==> src/rtl/kbitsubtractor_pipe.sv <==
// Two-stage pipelined n-bit subtractor (A - B) built as a carry-select adder
// on A + ~B + 1, with valid/ready flow control on both sides.
module kbitsubtractor_pipe #(
    parameter int n = 8
) (
    input  logic         clk,
    input  logic         rst,
    input  logic [n-1:0] A,
    input  logic [n-1:0] B,
    input  logic         in_valid,
    output logic         in_ready,
    output logic [n-1:0] diff,
    output logic         bout,
    output logic         ovf,
    output logic         out_valid,
    input  logic         out_ready
);

    localparam int H = n / 2;

    // Handshake: a transfer happens on a rising edge where valid and ready are
    // both 1; a producer holds its payload and valid until that edge.

    logic [H:0]   lo_sum;
    logic [H:0]   hi_sum0;
    logic [H:0]   hi_sum1;

    logic         s1_valid;
    logic [H-1:0] s1_lo;
    logic         s1_c_lo;
    logic [H-1:0] s1_hi0;
    logic [H-1:0] s1_hi1;
    logic         s1_c0;
    logic         s1_c1;
    logic         s1_a_msb;
    logic         s1_b_msb;

    logic         s2_free;
    logic         s1_load;
    logic         s1_move;
    logic [H-1:0] sel_hi;
    logic         sel_c;

    always_comb begin
        lo_sum  = {1'b0, A[H-1:0]} + {1'b0, ~B[H-1:0]} + {{H{1'b0}}, 1'b1};
        hi_sum0 = {1'b0, A[n-1:H]} + {1'b0, ~B[n-1:H]};
        hi_sum1 = {1'b0, A[n-1:H]} + {1'b0, ~B[n-1:H]} + {{H{1'b0}}, 1'b1};
    end

    assign s2_free  = !out_valid || out_ready;
    assign in_ready = !s1_valid || s2_free;
    assign s1_load  = in_valid && in_ready;
    assign s1_move  = s1_valid && s2_free;

    // Low-half carry picks the precomputed upper half and its carry.
    assign sel_hi = s1_c_lo ? s1_hi1 : s1_hi0;
    assign sel_c  = s1_c_lo ? s1_c1  : s1_c0;

    always_ff @(posedge clk) begin
        if (rst) begin
            s1_valid <= 1'b0;
        end else if (s1_load) begin
            s1_valid <= 1'b1;
        end else if (s1_move) begin
            s1_valid <= 1'b0;
        end
    end

    // Stage-1 payload carries no reset; it is qualified by s1_valid.
    always_ff @(posedge clk) begin
        if (s1_load) begin
            s1_lo    <= lo_sum[H-1:0];
            s1_c_lo  <= lo_sum[H];
            s1_hi0   <= hi_sum0[H-1:0];
            s1_hi1   <= hi_sum1[H-1:0];
            s1_c0    <= hi_sum0[H];
            s1_c1    <= hi_sum1[H];
            s1_a_msb <= A[n-1];
            s1_b_msb <= B[n-1];
        end
    end

    always_ff @(posedge clk) begin
        if (rst) begin
            out_valid <= 1'b0;
            diff      <= '0;
            bout      <= 1'b0;
            ovf       <= 1'b0;
        end else if (s2_free) begin
            out_valid <= s1_valid;
            if (s1_valid) begin
                diff <= {sel_hi, s1_lo};
                bout <= !sel_c;
                ovf  <= (s1_a_msb != s1_b_msb) && (sel_hi[H-1] != s1_a_msb);
            end
        end
    end

endmodule

==> config.mk <==
export PLATFORM = sky130hd
export DESIGN_NAME = kbitsubtractor_pipe
export DESIGN_NICKNAME = d
export VERILOG_FILES = /design/src/rtl/kbitsubtractor_pipe.sv
export SDC_FILE = /design/constraint.sdc
export NUM_CORES = 1
export LEC_CHECK = 0
export BUFFER_PORTS_ARGS = -buffer_cell sky130_fd_sc_hd__buf_2
export CORE_UTILIZATION = 55
export CTS_CLUSTER_DIAMETER = 60
export DETAILED_ROUTE_END_ITERATION = 6
export GPL_TIMING_DRIVEN = 0
export PLACE_DENSITY = 0.81
export SKIP_CTS_REPAIR_TIMING = 1
export SLEW_MARGIN = 20
export SYNTH_ARGS = -nofsm -noshare
export SYNTH_HDL_FRONTEND = slang
export SYNTH_SLANG_ARGS = --single-unit
==> constraint.sdc <==
create_clock -name clk -period 2.95 [get_ports clk]
set_input_delay 0 -clock clk [delete_from_list [all_inputs] [get_ports clk]]
set_output_delay 0 -clock clk [all_outputs]
set_load 0.05 [all_outputs]
### Word level (Yosys, flattened, before mapping)

Cells that the tools add are included.

* bitwise gates (word level): 2
* add/subtract/negate cells: 4
* div/mod/pow operators: 0
* $lt $le $gt $ge: 0
* multipliers: 0
* equal/unequal tests: 2
* shift operators: 0
* reductions and logical operators: 10
* multiplexer cells: 4

Operators by type and width (number)
* 4-bit by 4-bit adder with 5-bit output: 2
* 5-bit by 1-bit adder with 5-bit output, second input constant: 2
* 4-bit inverter: 2
* 4-bit 2-to-1 mux: 1
* 1-bit logical AND: 3
* 1-bit zero test: 3
* 1-bit 2-to-1 mux: 3
* 1-bit logical OR: 2
* 1-bit inequality test: 2
* 2-bit AND reduction: 1
* 2-bit nonzero test: 1

* memory bits (writable): 0
* memories: 0
* flip-flop bits (word level): 29
* memory bits (read-only): 0
* bits of input ports: 20
* latch bits: 0
* output and inout bits: 12

### Depth between registers and ports, before layout

* depth after elaboration: 5
* mapped depth: 7
* depth with buffers taken out: 7

### Worst setup path after synthesis

OpenSTA, ideal clock, no wires.

* path type: reg-to-reg
* start: register out_valid
* end: register s1_a_msb (enable)
* path slack: 0.924 ns
* required time: 2.626 ns
* stages on the path, launching flop included: 4
* arrival time: 1.702 ns
* period minus slack after synthesis: 2.026 ns
* path buffers: 0
* cell sequence: dfxtp_1 -> nor2b_1 -> nand2_1 -> and2_1

* cells in the longest elaborated chain, start to end: 4

Ends and longest elaborated chain
* start, declared: RTL line 15 `output logic out_valid,`
* start signal, assigned: RTL line 90 `out_valid <= s1_valid;`
* 1-bit zero test: RTL line 50 `assign s2_free = !out_valid || out_ready;`
* 1-bit logical OR: RTL line 50
* 1-bit logical OR: RTL line 51 `assign in_ready = !s1_valid || s2_free;`
* via in_ready: RTL line 11 `output logic in_ready,`
* 1-bit logical AND: RTL line 52 `assign s1_load = in_valid && in_ready;`
* via s1_load: RTL line 39 `logic s1_load;`
* end signal, assigned: RTL line 78 `s1_a_msb <= A[n-1];`
* end, declared: RTL line 35 `logic s1_a_msb;`

The timed path passes the listed nets, and every way through them passes these cells.
A chain may end at the register's enable or synchronous reset.

### Worst setup path in the final report

* start: register out_valid
* end: register s1_c1 (enable)

* cells in the longest elaborated chain, start to end: 4

Ends and longest elaborated chain
* 1-bit zero test: RTL line 50
* 1-bit logical OR: RTL line 50
* 1-bit logical OR: RTL line 51
* 1-bit logical AND: RTL line 52
* via s1_load: RTL line 39
* end signal, assigned: RTL line 77 `s1_c1 <= hi_sum1[H];`
* end, declared: RTL line 34 `logic s1_c1;`

The timed path passes the listed nets, and every way through them passes these cells.

==> impl_results.md <==
* Initial cell density of the core at 59.9%
* Area of the mapped netlist at 1360 um^2
* Clock Path Buffers at 2
* Number of sinks driven by the clock tree at 29
* Final setup margin at 1.41 ns
* Proportion of layout cells with a drive suffix above 1 at 28.3%
* Crit path kind: register to register
* Count of warnings emitted by yosys at 0
* Critical Path Source: out_valid
* List of cells traversed by the critical path: nor2b_1, nand2_1, and2_1
* Largest net degree at the start of global routing at 18
* Syn_nets at 140
* Setup repair after global routing missed its margin: false
* Min Tclk post-route at 1.54 ns
* Launching point of the worst reg2reg path: out_valid
* Most common cell after layout, fill and taps aside: sky130_fd_sc_hd__buf_2
* Layout Area Growth over Synthesis at 21.2%
* Width of the die at 51.8 um
* Row count at 17
* Maximum Capacitance Violations at 0
* Worst Tran Pin Value at 0.736 ns
* Ant diodes at 0
* Final worst path period share at 52.2%
* Synthesized area per cell at 12.5 um^2
* Synth area leader: sky130_fd_sc_hd__edfxtp_1
* Vias at 903
* Buffer cell driving the clock tree root: sky130_fd_sc_hd__clkbuf_4
* Clock tree skew after final layout at 0.00429 ns
* Path class of the lowest-slack min-delay path: input port to register
* Sequential standard cell area at 751 um^2
* Crit. End Element: register
* Peak VDD IR at 0.365 mV
* Final setup violation count at 0
* Highest clock rate at 0.649 GHz
* DRC violation count after routing at 0
* Commonest cells after routing, fill and taps aside: sky130_fd_sc_hd__buf_2 (32), sky130_fd_sc_hd__edfxtp_1 (17), sky130_fd_sc_hd__nor2_1 (13), sky130_fd_sc_hd__dfxtp_1 (12), sky130_fd_sc_hd__inv_1 (11)
* Total Wirelength at 2190 um
* Total area of multi-input combinational cells at 543 um^2
* Status: completed
* H-Tree Depth at 2
* Distinct cells, synth at 25
* Die height at 51.8 um
* Total negative slack at 0 ns
* Worst path required time at 2.90 ns
* Leakage component of the power at 0.771 nW
* Clock transition at the register clock pins on the worst setup and hold paths after CTS at 0.08 ns
* WHS Path Cells at 4
* TritonCTS clock tree: built
* Portion of the post-synthesis area used by sequential elements at 55.1%
* Antenna violations before repair at 0
* Mean routed wirelength per cell at 12.2 um
* Power after layout at 0.919 mW
* Placeable core region at 2280 um^2
* First-pass GRT wire length at 3610 um
* Post-route antenna net violation count at 0
* Number of buffers created by CTS at 5
* Number of iterations in the first detailed-routing pass at 4
* Number of failing hold endpoints at the final stage at 0
* Overall overflow remaining after global route at 0
* Routability congestion estimate from global placement at 0.741
* Via count of the first global-routing pass at 866
* Buffers added on ports at 31
* Fraction of synthesized cell area taken by the top area cell type at 37.5%
* DP HPWL at 1710 um
* Minimum setup slack after placement at 1.12 ns
* Vias per cell at 5.02
* Cell area power density at 556 nW/um^2
* Clk Latency, worst-skew pair at 0.31 ns
* Slowest Stage Delay on Critical Path at 0.61 ns
* #FFs+latches synth at 29
* Element type at the critical path start: register
* Worst-path cell with the longest stage delay: sky130_fd_sc_hd__and2_1
* Depth of the worst register-to-register path at 3
* Final-stage net count at 182
* Launch instance of the worst min-delay path: out_ready
* Number of instances in the synthesized netlist at 109
* Die outline area at 2680 um^2
* Cell types with the largest area share after synthesis: sky130_fd_sc_hd__edfxtp_1 (37%), sky130_fd_sc_hd__dfxtp_1 (18%), sky130_fd_sc_hd__ha_1 (8.3%)
* Aggregate global-route resource usage at 19.6%
* Arr. time, crit path at 1.49 ns
* Final number of max-transition violations at 0
* Largest fanout on the critical path at 17
* First DRT Iteration DRCs at 5
* Worst rel slew slack at 50.9%
* Ports placed on the boundary at 32
* Fillcell total at 175
## area by class of cell
class / count / area share [%]
clock buffers: 8 / 3.56
plain buffers: 4 / 1.67
inverters: 11 / 2.50
flip-flops and latches: 29 / 45.5
multi-input cells: 65 / 32.9
well taps: 28 / 2.12
repair buffers: 35 / 11.8
## path summary, 6_finish.rpt
check / end / slack (ns)
max reg2reg: s1_c1 / 1.41
min reg2reg: diff[4] / 0.50
max: s1_c1 / 1.41
min: out_valid / 0.02
## metal layers
metal | share of wire (%) | global-route usage (%)
met5 | 0 | 0
met4 | 2.4 | 13.5
met3 | 3.6 | 5.26
met2 | 51 | 33.5
met1 | 43 | 20.8
## registers in the layout, indices dropped and copies added, names as in the netlist, 4 cells and up
signal,count
diff,8
s1_hi0,4
s1_hi1,4
s1_lo,4
## cells by family after synthesis
group	after synthesis	synth area share, %
flip-flops	29	55.1
AND/OR/NAND/NOR	22	7.71
buffers and inverters	15	5.05
AO/OA/AOI/OAI	14	7.71
multiplexers	11	8.17
adder cells (fa/ha/maj)	11	11.2
XOR/XNOR	7	5.05
## cell usage after synthesis, drive strengths merged
cell	n
a21oi	3
nand3b	2
and2	1
xor2	3
a21o	6
inv	11
or3b	1
ha	9
nand3	2
mux2i	10
edfxtp	17
a211oi	4
xnor2	4
mux2	1
nor2b	2
fa	2
a311oi	1
clkbuf	1
buf	3
nand2	1
nor2	13
dfxtp	12
## worst max-delay path: cells and delay by family, from the launching register on
family	cells	cell delay, ns
DFF	1	0.32
and+or+nand+nor	3	0.87
## through the flow
stage	hold slack (ns)	utilization, %	std cells	instance area, um^2
after CTS	-0.137	70.8	176	1610
final	0.0210	72.6	180	1650
after detailed placement	0.204	68.2	168	1550
after global routing	0.00929	72.6	180	1650
after floorplan	0.0679	-	109	1360
after global placement	0.192	68.2	168	1550
## power breakdown
group	switching (mW)	internal [mW]	total [mW]
Sequential	0.0130	0.477	0.490
Combinational	0.110	0.0761	0.186
Clock	0.126	0.117	0.243
Power figures use the tool's default switching activity.
